===== config.mk =====
export PLATFORM = sky130hd
export DESIGN_NAME = bp_me_cache_to_cce
export DESIGN_NICKNAME = d
export VERILOG_FILES = /design/src/rtl/bp_me_pkg.sv /design/src/rtl/bp_me_cache_to_cce_load_align.sv /design/src/rtl/bp_me_cache_to_cce.sv
export SDC_FILE = /design/constraint.sdc
export NUM_CORES = 1
export LEC_CHECK = 0
export ABC_CLOCK_PERIOD_IN_PS = 6490
export BUFFER_PORTS_ARGS = -buffer_cell sky130_fd_sc_hd__buf_2
export CAP_MARGIN = 30
export CORE_AREA = 2 2 166 168
export DETAILED_ROUTE_END_ITERATION = 10
export DIE_AREA = 0 0 168 170
export GPL_ROUTABILITY_DRIVEN = 0
export PLACE_DENSITY_LB_ADDON = 0.1
export SLEW_MARGIN = 20
export SYNTH_ARGS = -nofsm -noshare
export SYNTH_HDL_FRONTEND = slang
export SYNTH_HIERARCHICAL = 1
export SYNTH_SLANG_ARGS = --single-unit

===== constraint.sdc =====
create_clock -name clk_i -period 6.49 [get_ports clk_i]
set_clock_uncertainty 0.2 [all_clocks]
set_input_delay 1.947 -clock clk_i [delete_from_list [all_inputs] [get_ports clk_i]]
set_output_delay 1.947 -clock clk_i [all_outputs]
set_load 0.005 [all_outputs]

===== src/rtl/bp_me_pkg.sv =====
// Shared types for the cache-packet to CCE uncached bridge: bsg_cache packet,
// CCE mem header, pending entry and the bsg_cache opcode decode.
package bp_me_pkg;

  localparam int unsigned paddr_width_p         = 40;
  localparam int unsigned dword_width_p         = 64;
  localparam int unsigned lce_id_width_p        = 4;
  localparam int unsigned lce_assoc_p           = 8;
  localparam int unsigned lce_sets_p            = 64;
  localparam int unsigned cce_block_width_p     = 512;
  localparam int unsigned block_offset_width_lp = $clog2(cce_block_width_p / 8);
  localparam int unsigned lg_sets_lp            = $clog2(lce_sets_p);
  localparam int unsigned lg_ways_lp            = $clog2(lce_assoc_p);

  localparam logic [paddr_width_p-1:0] cache_tagfl_base_addr_gp = 40'h00_0020_0000;

  typedef enum logic [5:0] {
    e_cache_lb    = 6'h00,
    e_cache_lh    = 6'h01,
    e_cache_lw    = 6'h02,
    e_cache_ld    = 6'h03,
    e_cache_lbu   = 6'h04,
    e_cache_lhu   = 6'h05,
    e_cache_lwu   = 6'h06,
    e_cache_tagst = 6'h08,
    e_cache_tagfl = 6'h09,
    e_cache_sb    = 6'h10,
    e_cache_sh    = 6'h11,
    e_cache_sw    = 6'h12,
    e_cache_sd    = 6'h13
  } bsg_cache_opcode_e;

  typedef struct packed {
    bsg_cache_opcode_e            opcode;
    logic [paddr_width_p-1:0]     addr;
    logic [dword_width_p-1:0]     data;
    logic [dword_width_p/8-1:0]   mask;
  } bsg_cache_pkt_s;

  localparam int unsigned bsg_cache_pkt_width_lp = $bits(bsg_cache_pkt_s);

  typedef enum logic [3:0] {
    e_mem_msg_rd    = 4'd0,
    e_mem_msg_wr    = 4'd1,
    e_mem_msg_uc_rd = 4'd2,
    e_mem_msg_uc_wr = 4'd3
  } bp_mem_msg_e;

  typedef enum logic [2:0] {
    e_mem_msg_size_1  = 3'd0,
    e_mem_msg_size_2  = 3'd1,
    e_mem_msg_size_4  = 3'd2,
    e_mem_msg_size_8  = 3'd3,
    e_mem_msg_size_16 = 3'd4,
    e_mem_msg_size_32 = 3'd5,
    e_mem_msg_size_64 = 3'd6
  } bp_mem_msg_size_e;

  typedef struct packed {
    logic [lce_id_width_p-1:0] lce_id;
    logic [lg_ways_lp-1:0]     way_id;
  } bp_cce_mem_payload_s;

  typedef struct packed {
    bp_cce_mem_payload_s       payload;
    bp_mem_msg_size_e          size;
    logic [paddr_width_p-1:0]  addr;
    bp_mem_msg_e               msg_type;
  } bp_cce_mem_msg_header_s;

  localparam int unsigned cce_mem_msg_header_width = $bits(bp_cce_mem_msg_header_s);

  typedef struct packed {
    bsg_cache_opcode_e opcode;
    logic [2:0]        byte_offset;
  } bp_me_cache_pending_s;

  typedef struct packed {
    bp_mem_msg_e      msg_type;
    bp_mem_msg_size_e size;
    logic             is_load;
    logic             is_signed;
    logic             supported;
  } bp_me_cache_decode_s;

  // Opcode to CCE message attributes; unsupported opcodes report supported=0
  function automatic bp_me_cache_decode_s bp_me_cache_decode(input bsg_cache_opcode_e op);
    bp_me_cache_decode_s dec;
    dec.msg_type  = e_mem_msg_uc_wr;
    dec.size      = e_mem_msg_size_8;
    dec.is_load   = 1'b0;
    dec.is_signed = 1'b0;
    dec.supported = 1'b1;
    case (op)
      e_cache_lb:    begin dec.msg_type = e_mem_msg_uc_rd; dec.size = e_mem_msg_size_1; dec.is_load = 1'b1; dec.is_signed = 1'b1; end
      e_cache_lh:    begin dec.msg_type = e_mem_msg_uc_rd; dec.size = e_mem_msg_size_2; dec.is_load = 1'b1; dec.is_signed = 1'b1; end
      e_cache_lw:    begin dec.msg_type = e_mem_msg_uc_rd; dec.size = e_mem_msg_size_4; dec.is_load = 1'b1; dec.is_signed = 1'b1; end
      e_cache_ld:    begin dec.msg_type = e_mem_msg_uc_rd; dec.size = e_mem_msg_size_8; dec.is_load = 1'b1; end
      e_cache_lbu:   begin dec.msg_type = e_mem_msg_uc_rd; dec.size = e_mem_msg_size_1; dec.is_load = 1'b1; end
      e_cache_lhu:   begin dec.msg_type = e_mem_msg_uc_rd; dec.size = e_mem_msg_size_2; dec.is_load = 1'b1; end
      e_cache_lwu:   begin dec.msg_type = e_mem_msg_uc_rd; dec.size = e_mem_msg_size_4; dec.is_load = 1'b1; end
      e_cache_sb:    dec.size = e_mem_msg_size_1;
      e_cache_sh:    dec.size = e_mem_msg_size_2;
      e_cache_sw:    dec.size = e_mem_msg_size_4;
      e_cache_sd:    dec.size = e_mem_msg_size_8;
      e_cache_tagfl: dec.size = e_mem_msg_size_8;
      default:       dec.supported = 1'b0;
    endcase
    return dec;
  endfunction

endpackage


===== src/rtl/bp_me_cache_to_cce_load_align.sv =====
// Aligns a returned dword to the load's byte offset and sign/zero-extends it
// to the access size; non-load responses yield zero.
module bp_me_cache_to_cce_load_align
  import bp_me_pkg::*;
  (
    input  logic [dword_width_p-1:0] data_i,
    input  logic [2:0]               offset_i,
    input  logic [2:0]               size_i,
    input  logic                     is_load_i,
    input  logic                     is_signed_i,
    output logic [dword_width_p-1:0] data_o
  );

  logic [dword_width_p-1:0] shifted;
  assign shifted = data_i >> {offset_i, 3'b000};

  always_comb begin
    data_o = '0;
    if (is_load_i) begin
      case (bp_mem_msg_size_e'(size_i))
        e_mem_msg_size_1: data_o = is_signed_i ? {{(dword_width_p-8){shifted[7]}}, shifted[7:0]}
                                               : dword_width_p'(shifted[7:0]);
        e_mem_msg_size_2: data_o = is_signed_i ? {{(dword_width_p-16){shifted[15]}}, shifted[15:0]}
                                               : dword_width_p'(shifted[15:0]);
        e_mem_msg_size_4: data_o = is_signed_i ? {{(dword_width_p-32){shifted[31]}}, shifted[31:0]}
                                               : dword_width_p'(shifted[31:0]);
        default:          data_o = shifted;
      endcase
    end
  end

endmodule


===== src/rtl/bp_me_cache_to_cce.sv =====
// bsg_cache packet client to BP CCE uncached mem_cmd/mem_resp bridge, in-order.
// Optional BP_ME_CACHE_TO_CCE_RESP_REG_EN adds a 2-entry registered response buffer.
module bp_me_cache_to_cce
  import bp_me_pkg::*;
  #(
    parameter int unsigned outstanding_p = 4,
    parameter int unsigned lce_id_p      = 0
  )
  (
    input  logic                                clk_i,
    input  logic                                reset_n_i,
    input  logic [bsg_cache_pkt_width_lp-1:0]   cache_pkt_i,
    input  logic                                cache_pkt_v_i,
    output logic                                cache_pkt_ready_o,
    output logic [dword_width_p-1:0]            cache_data_o,
    output logic                                cache_v_o,
    input  logic                                cache_yumi_i,
    output logic [cce_mem_msg_header_width-1:0] mem_cmd_header_o,
    output logic [dword_width_p-1:0]            mem_cmd_data_o,
    output logic                                mem_cmd_v_o,
    input  logic                                mem_cmd_ready_i,
    input  logic [cce_mem_msg_header_width-1:0] mem_resp_header_i,
    input  logic [dword_width_p-1:0]            mem_resp_data_i,
    input  logic                                mem_resp_v_i,
    output logic                                mem_resp_yumi_o,
    output logic                                error_o
  );

  localparam int unsigned ptr_w_lp = $clog2(outstanding_p);
  localparam int unsigned cnt_w_lp = $clog2(outstanding_p + 1);
  localparam logic [cnt_w_lp-1:0] max_credits_lp = cnt_w_lp'(outstanding_p);
  localparam logic [ptr_w_lp-1:0] last_ptr_lp    = ptr_w_lp'(outstanding_p - 1);

  typedef enum logic {e_reset, e_ready} state_e;
  state_e state_q, state_d;

  bsg_cache_pkt_s         pkt;
  bp_me_cache_decode_s    pkt_dec, head_dec;
  bp_cce_mem_msg_header_s cmd_header, resp_header;
  bp_me_cache_pending_s   fifo_head;
  bp_me_cache_pending_s   fifo_mem_q [outstanding_p];

  logic [ptr_w_lp-1:0]      wptr_q, rptr_q, wptr_next, rptr_next;
  logic [cnt_w_lp-1:0]      fifo_cnt_q, credits_q;
  logic                     error_q;
  logic                     fifo_empty, credit_avail;
  logic                     pkt_ready, cmd_v, resp_yumi, cache_v;
  logic                     issue, resp_consume, drop, mismatch, unsupported_ack, credit_ret;
  logic [dword_width_p-1:0] cmd_data, aligned_data;

  assign pkt         = bsg_cache_pkt_s'(cache_pkt_i);
  assign pkt_dec     = bp_me_cache_decode(pkt.opcode);
  assign resp_header = bp_cce_mem_msg_header_s'(mem_resp_header_i);
  assign fifo_head   = fifo_mem_q[rptr_q];
  assign head_dec    = bp_me_cache_decode(fifo_head.opcode);

  assign fifo_empty   = (fifo_cnt_q == '0);
  assign credit_avail = (credits_q < max_credits_lp);
  assign wptr_next    = (wptr_q == last_ptr_lp) ? '0 : wptr_q + 1'b1;
  assign rptr_next    = (rptr_q == last_ptr_lp) ? '0 : rptr_q + 1'b1;

`ifdef BP_ME_CACHE_TO_CCE_RESP_REG_EN
  logic [dword_width_p-1:0] buf_q [2];
  logic                     buf_head_q;
  logic [1:0]               buf_cnt_q;
  logic                     buf_full, buf_empty, buf_pop;

  assign buf_full  = (buf_cnt_q == 2'd2);
  assign buf_empty = (buf_cnt_q == 2'd0);
  assign buf_pop   = cache_v & cache_yumi_i;
`endif

  // State register
  always_ff @(posedge clk_i) begin
    if (!reset_n_i) state_q <= e_reset;
    else            state_q <= state_d;
  end

  // Next state and handshake outputs; reset forces every valid/ready low
  always_comb begin
    state_d   = state_q;
    pkt_ready = 1'b0;
    cmd_v     = 1'b0;
    resp_yumi = 1'b0;
    cache_v   = 1'b0;
    case (state_q)
      e_reset: state_d = e_ready;
      e_ready: begin
        if (pkt_dec.supported) begin
          cmd_v     = cache_pkt_v_i & credit_avail;
          pkt_ready = mem_cmd_ready_i & credit_avail;
        end else begin
          pkt_ready = 1'b1;
        end
`ifdef BP_ME_CACHE_TO_CCE_RESP_REG_EN
        resp_yumi = mem_resp_v_i & (fifo_empty | ~buf_full);
        cache_v   = ~buf_empty;
`else
        cache_v   = mem_resp_v_i & ~fifo_empty;
        resp_yumi = mem_resp_v_i & (fifo_empty | cache_yumi_i);
`endif
      end
      default: state_d = e_reset;
    endcase
    if (!reset_n_i) begin
      state_d   = e_reset;
      pkt_ready = 1'b0;
      cmd_v     = 1'b0;
      resp_yumi = 1'b0;
      cache_v   = 1'b0;
    end
  end

  assign issue           = cmd_v & mem_cmd_ready_i;
  assign unsupported_ack = cache_pkt_v_i & pkt_ready & ~pkt_dec.supported;
  assign resp_consume    = resp_yumi & ~fifo_empty;
  assign drop            = resp_yumi & fifo_empty;
  assign mismatch        = resp_consume & (resp_header.msg_type != head_dec.msg_type);

  // Command header and lane-replicated store data
  always_comb begin
    cmd_header                = '0;
    cmd_header.payload.lce_id = lce_id_width_p'(lce_id_p);
    cmd_header.msg_type       = pkt_dec.msg_type;
    cmd_header.size           = pkt_dec.size;
    cmd_header.addr           = pkt.addr;
    cmd_data                  = pkt.data;
    case (pkt_dec.size)
      e_mem_msg_size_1: cmd_data = {(dword_width_p/8){pkt.data[7:0]}};
      e_mem_msg_size_2: cmd_data = {(dword_width_p/16){pkt.data[15:0]}};
      e_mem_msg_size_4: cmd_data = {(dword_width_p/32){pkt.data[31:0]}};
      default:          cmd_data = pkt.data;
    endcase
    if (pkt.opcode == e_cache_tagfl) begin
      cmd_header.addr = cache_tagfl_base_addr_gp;
      cmd_data        = dword_width_p'(pkt.addr[block_offset_width_lp +: (lg_sets_lp + lg_ways_lp)]);
    end
  end

  bp_me_cache_to_cce_load_align u_align (
    .data_i      (mem_resp_data_i),
    .offset_i    (fifo_head.byte_offset),
    .size_i      (head_dec.size),
    .is_load_i   (head_dec.is_load),
    .is_signed_i (head_dec.is_signed),
    .data_o      (aligned_data)
  );

`ifdef BP_ME_CACHE_TO_CCE_RESP_REG_EN
  assign credit_ret   = buf_pop;
  assign cache_data_o = buf_q[buf_head_q];

  // Two-entry response buffer; push and pop may coincide for full throughput
  always_ff @(posedge clk_i) begin
    if (!reset_n_i) begin
      buf_head_q <= 1'b0;
      buf_cnt_q  <= 2'd0;
    end else begin
      if (buf_pop) buf_head_q <= ~buf_head_q;
      buf_cnt_q <= buf_cnt_q + 2'(resp_consume) - 2'(buf_pop);
    end
  end

  always_ff @(posedge clk_i) begin
    if (resp_consume) buf_q[buf_head_q ^ buf_cnt_q[0]] <= aligned_data;
  end
`else
  assign credit_ret   = resp_consume;
  assign cache_data_o = aligned_data;
`endif

  // Pending-queue pointers, credit counter and sticky error
  always_ff @(posedge clk_i) begin
    if (!reset_n_i) begin
      wptr_q     <= '0;
      rptr_q     <= '0;
      fifo_cnt_q <= '0;
      credits_q  <= '0;
      error_q    <= 1'b0;
    end else begin
      if (issue)        wptr_q <= wptr_next;
      if (resp_consume) rptr_q <= rptr_next;
      fifo_cnt_q <= fifo_cnt_q + cnt_w_lp'(issue) - cnt_w_lp'(resp_consume);
      credits_q  <= credits_q + cnt_w_lp'(issue) - cnt_w_lp'(credit_ret);
      if (drop | mismatch | unsupported_ack) error_q <= 1'b1;
    end
  end

  always_ff @(posedge clk_i) begin
    if (issue) begin
      fifo_mem_q[wptr_q].opcode      <= pkt.opcode;
      fifo_mem_q[wptr_q].byte_offset <= pkt.addr[2:0];
    end
  end

  assign cache_pkt_ready_o = pkt_ready;
  assign mem_cmd_v_o       = cmd_v;
  assign mem_cmd_header_o  = cmd_header;
  assign mem_cmd_data_o    = cmd_data;
  assign cache_v_o         = cache_v;
  assign mem_resp_yumi_o   = resp_yumi;
  assign error_o           = error_q;

  logic unused_bits;
  assign unused_bits = ^{pkt.mask, resp_header.addr, resp_header.size, resp_header.payload,
                         pkt_dec.is_load, pkt_dec.is_signed, head_dec.supported};

endmodule

# Yosys cells after proc, flatten, opt, wreduce, memory -nomap -nowiden

Memories as Yosys holds them, arrays and structs flattened. A register that Yosys moved wholly into a read port is not among the register bits.
Cells that the tools add are included.

$add $sub $neg: 6
$lt $le $gt $ge: 1
Equality and inequality tests: 27
Shift-type cells: 1
Muxes and demuxes: 32
Bitwise operators: 15
Reductions and logical operators: 15

Operators with widths:

| cell                                                                  | count |
|---|---|
| 64-bit one-hot mux with 3 select lines                                | 2 |
| 64-bit 2-to-1 mux                                                     | 5 |
| 64-bit by 6-bit right shift with 64-bit output                        | 1 |
| 6-bit by 5-bit equality test with 1-bit output, second input constant | 7 |
| 40-bit 2-to-1 mux                                                     | 1 |
| 6-bit by 3-bit equality test with 1-bit output, second input constant | 6 |
| 6-bit by 2-bit equality test with 1-bit output, second input constant | 4 |
| 3-bit OR reduction                                                    | 7 |
| 1-bit 2-to-1 mux                                                      | 18 |
| 7-bit OR reduction                                                    | 2 |
| 6-bit by 1-bit equality test with 1-bit output, second input constant | 2 |
| 6-bit logical NOT                                                     | 2 |
| 2-bit one-hot mux with 3 select lines                                 | 2 |
| 12-bit OR reduction                                                   | 1 |
| 1-bit bitwise AND                                                     | 10 |
| 3-bit logical NOT                                                     | 3 |
| 2-bit 2-to-1 mux                                                      | 4 |
| 3-bit by 1-bit adder with 3-bit output                                | 2 |
| 2-bit equality test, second input constant                            | 3 |
| 6-bit by 4-bit equality test with 1-bit output, second input constant | 1 |
| 3-bit by 1-bit subtractor with 3-bit output                           | 2 |
| 2-bit by 1-bit adder with 2-bit output, second input constant         | 2 |
| 4-bit != test                                                         | 1 |
| 3-bit by 1-bit equality test with 1-bit output, second input constant | 1 |
| 5 further kinds                                                       | 8 |

Register bits after elaboration: 12
RAM bits: 36
Input port bits: 242
Output and inout bits: 187
Word-level logic and storage cells: 104
Memories kept: 1

Memories:

| name       | words | width | read ports | clocked after Yosys merged registers in | wr ports | RTL line                 | text |
|---|---|---|---|---|---|---|---|
| fifo_mem_q | 4     | 9     | 1          | 1                                       | 1        | bp_me_cache_to_cce.sv:41 | `bp_me_cache_pending_s fifo_mem_q [outstanding_p];` |

# Logic depth before layout (Yosys ltp)

Depth after elaboration: 9
Mapped depth: 13
Mapped depth without buffers: 12

# Cells and area by module

The synthesis kept the hierarchy.

By module, submodules not included:

| module                        | times used | cells each | area each (um^2) | seq. area each (um^2) |
|---|---|---|---|---|
| bp_me_cache_to_cce            | 1          | 462        | 3778.6           | 1361.3 |
| bp_me_cache_to_cce_load_align | 1          | 342        | 2702.6           | 0.0 |

# Least setup slack after synthesis

OpenSTA, ideal clock, no wires.

Path kind: input to output
From: in cache_pkt_i[117]
To: out mem_cmd_data_o[25]
Arrival time: 3.126 ns
Data required time: 4.343 ns
Setup slack: 1.217 ns
Stages: 6
Buffers on the path: 2
Path through: clkbuf_1 a211o_1 a21oi_2 clkbuf_1 nor2_1 nor2_1

Cells in the longest elaborated chain, start to end: 6
Elaborated cells on any way between the ends: 19
Classes of those cells: 11 x eq/ne; 3 x mux; 5 x reduce/logical

RTL lines:

| element                                                                      | RTL line                  | text |
|---|---|---|
| start: declaration                                                           | bp_me_cache_to_cce.sv:12  | `input logic [bsg_cache_pkt_width_lp-1:0] cache_pkt_i,` |
| 6-bit by 3-bit equality test with 1-bit output, or another cell as far along | bp_me_pkg.sv:94           | `case (op)` |
| 3-bit OR reduction (no line)                                                 | --                        |  |
| 2-bit one-hot mux with 3 select lines                                        | bp_me_pkg.sv:94           |  |
| 3-bit by 2-bit equality test with 1-bit output, or another cell as far along | bp_me_cache_to_cce.sv:128 | `case (pkt_dec.size)` |
| 64-bit one-hot mux with 3 select lines                                       | bp_me_cache_to_cce.sv:128 |  |
| 64-bit 2-to-1 mux *                                                          | bp_me_cache_to_cce.sv:134 | `if (pkt.opcode == e_cache_tagfl) begin` |
| end: declaration                                                             | bp_me_cache_to_cce.sv:19  | `output logic [dword_width_p-1:0] mem_cmd_data_o,` |

Every way passes the cells marked *; elsewhere a longest branch is shown, timed or not.

==> summary.txt <==
Status
  – Status: completed

Final layout
  – # fillers: roughly 3000
  – Area Overhead vs Synth: 32.9%
  – Share of layout cells above drive strength 1: 0.401
  – Final nets: about 1400
  – Post-layout util: 0.323

Floorplan
  – Num rows: 60
  – Initial Util: 0.243
  – Die X-Extent: roughly 170 µm
  – Core box area: approximately 27000 µm²
  – Die H: around 170 µm
  – Die area: 28600 µm²
  – Boundary pin count: between 400 and 500

Clocking
  – H-tree Lvls: 2
  – Hold_buf cts: 0
  – Post-CTS sizing: 0
  – CTS Sinks: 50
  – Clock Path Buffers: 2
  – Worst-Skew Late Latency: ~0.29 ns
  – CTS tree: built
  – Post-CTS Setup Repair Bufs: 0
  – Worst-path clk slew: ~0.070 ns
  – TritonCTS Buffers: 5
  – Clock root cell: clkbuf_16

Synthesis
  – #FFs+latches synth: 50
  – Post-Syn Area: about 6500 µm²
  – Cell taking the most area after synthesis: edfxtp_1
  – Synth top cells by count: 132 x nand2_1, 70 x a21oi_1, 70 x nor2_1, 55 x mux2i_1, 49 x and2_1
  – Most frequent cell after synthesis: nand2_1
  – Post-synth top area share: 0.167
  – Ys flop type: edfxtp_1
  – Synth cell types: 61
  – Synth Instances: 804
  – Syn Area/Cell: roughly 8 µm²
  – Register area share after synthesis: 0.210
  – Post-synth EDFFs: 36
  – Async SR Flop Fraction: 0
  – Top cells by area, synth: edfxtp_1 17%, mux4_2 10%, mux2i_1 8.5%
  – Syn. warnings: 6

Critical path
  – Crit Path Class: reg -> out
  – Worst Path Max Fanout: 56
  – Reg2Reg Depth: 11
  – Setup slack, reg-to-reg: 3.54 ns
  – Critical path's largest stage delay: 0.52 ns
  – Worst Setup End Kind: output pin
  – RR Startpoint: state_q
  – Critical-path cell list: buf_4, mux4_2, nand2_1, nand2_1, or2_1, or2_1, nor2_2, nand4_1, buf_12, a311oi_1, buf_2
  – CP startpoint kind: flop
  – Slowest stage cell, crit path: mux4_2
  – CP required: approximately 4.3 ns
  – Critical Path AT: between 3 and 4 ns
  – Worst reg2reg path endpoint: credits_q[2]

STA
  – Final hold vios: 0
  – Fin crit period: just under 6 ns
  – RSZ-0062 raised after global routing: no
  – Relative slew slack: 0.451
  – Fmax: between 150 and 200 MHz
  – TNS Setup: 0 ns
  – Setup-failing EPs final: 0
  – Worst-Margin Slew: 0.823 ns
  – Pins Over Slew Limit: 0
  – Final worst slack: between 0.6 and 0.7 ns
  – Final Cycle Share: 0.902

Min path
  – Hold Path Class: reg -> reg
  – Hold path startpoint: rptr_q[0]
  – Worst Hold Depth: 2

Global routing
  – Total GRT Usage: 0.197
  – Total overflow reported by the global router: 0
  – Vias in the first global route: 7364
  – Largest net degree at the start of global routing: 57
  – First-pass GRT wire length: between 40000 and 50000 µm
  – Antenna violations before repair: 4

Drt
  – Routed len/inst: about 20 µm
  – Routed vias/inst: between 5 and 6
  – DRT Wirelength: 29800 µm
  – Routed via count: roughly 7400
  – Antenna-violating nets left: 0
  – DR pass1 iterations: 5
  – Initial DRC count: 533
  – Residual DRC: 0

Pwr
  – PwrDens: 107 nW/µm²
  – Pwr Total: just over 900 µW
  – Leak: 3.92 nW
  – Worst vdd ir: approximately 96 µV

Place
  – IO buf count: 359
  – DP HPWL: 23700 µm
  – Pre-CTS setup slack: approximately 0.67 ns

Run
  – Number of max-cap violations: 0
-- kinds of logic (layout without fill, tap and decap cells) --
| kind of cell | count (synthesis) | count (layout) | share of synthesized area |
|---|---|---|---|
| xor+xnor | 5 | 5 | 0.00676 |
| compound gates | 214 | 214 | 0.224 |
| mux | 101 | 101 | 0.217 |
| flops | 50 | 50 | 0.210 |
| other cells | 2 | 16 | 0.00116 |
| simple gates | 321 | 321 | 0.234 |
| buf+inv | 101 | 400 | 0.0857 |
| fa+ha+maj | 10 | 10 | 0.0216 |
-- stage by stage --
stage,area [µm²],hold slack (ns),std cells
final,8610,0.288,1458
after global placement,8440,0.286,1448
after CTS,8580,0.296,1456
after global routing,8610,0.312,1457
after floorplan,6530,0.261,817
after detailed placement,8440,0.283,1448
-- final cells by class --
type                    instances  area [µm²]  share of cell area
repair buffers                382        2010               0.234
multi-input cells             666        4620               0.537
flip-flops and latches         50        1360               0.158
well taps                     341         427              0.0495
inverters                      10        37.5             0.00436
diodes                          1        2.50            0.000290
clock buffers                   5         125              0.0145
clock inverters                 3        23.8             0.00276
-- state kept, by name, summed over array words and instances, names as in the netlist, named ones only --
signal and flops:
fifo_mem_q 36, credits_q 3, state_q 1, error_o 1, rptr_q 2, fifo_cnt_q 3
wptr_q 2
-- worst max-delay path: cells and delay by family (launching register included) --
kind	cells	cell delay [ns]
buffers and inverters	3	0.67
and+or+nand+nor	6	1.27
DFF	1	0.51
muxes	1	0.52
AOI/OAI and AO/OA	1	0.41
-- routing by layer --
| metal | up-vias | share of wire | track usage |
|---|---|---|---|
| met5 | - | 0.0013 | 0 |
| met4 | 6 | 0.025 | 0.0507 |
| li1 | 3539 | - | - |
| met1 | 3483 | 0.40 | 0.230 |
| met3 | 43 | 0.075 | 0.0435 |
| met2 | 332 | 0.50 | 0.365 |
-- worst max-delay path by stage --
stage,start,endpoint,slack (ns),cells after the start
6_report,flop,cache_data_o[61],0.64,11
5_1_grt,flop,cache_data_o[47],0.37,11
4_1_cts,flop,cache_data_o[47],0.54,11
3_5_place_dp,mem_resp_data_i[63],cache_data_o[32],0.67,8
3_3_place_gp,mem_resp_data_i[63],cache_data_o[32],0.65,8
2_1_floorplan,cache_pkt_i[117],mem_cmd_data_o[25],1.22,6
-- where the power goes --
group	total, mW	internal, mW	switching (mW)
Sequential	0.344	0.343	0.000964
Clock	0.262	0.144	0.117
Combinational	0.313	0.145	0.168
-- cells in the final DEF, fill, tap and decap left out, types with 6 or more instances in the layout --
master     instances
edfxtp_1          36
dfxtp_1           14
a21oi_1           68
a311oi_1          23
conb_1            15
o21ai_0            9
a31oi_1           24
buf_4             20
o221ai_1          10
o22ai_1           14
mux4_2            29
nand2_1          132
ha_1               8
and2_1            49
or2_0              8
nand3_1            6
o211ai_1           8
inv_1              7
nor2_1            70
o21ai_1            8
o2bb2ai_1         23
o31ai_1           10
buf_2            359
mux2_2            11
nand2b_1          26
mux2i_1           55
nor2b_1            6
(Power assumes the default switching activity.)
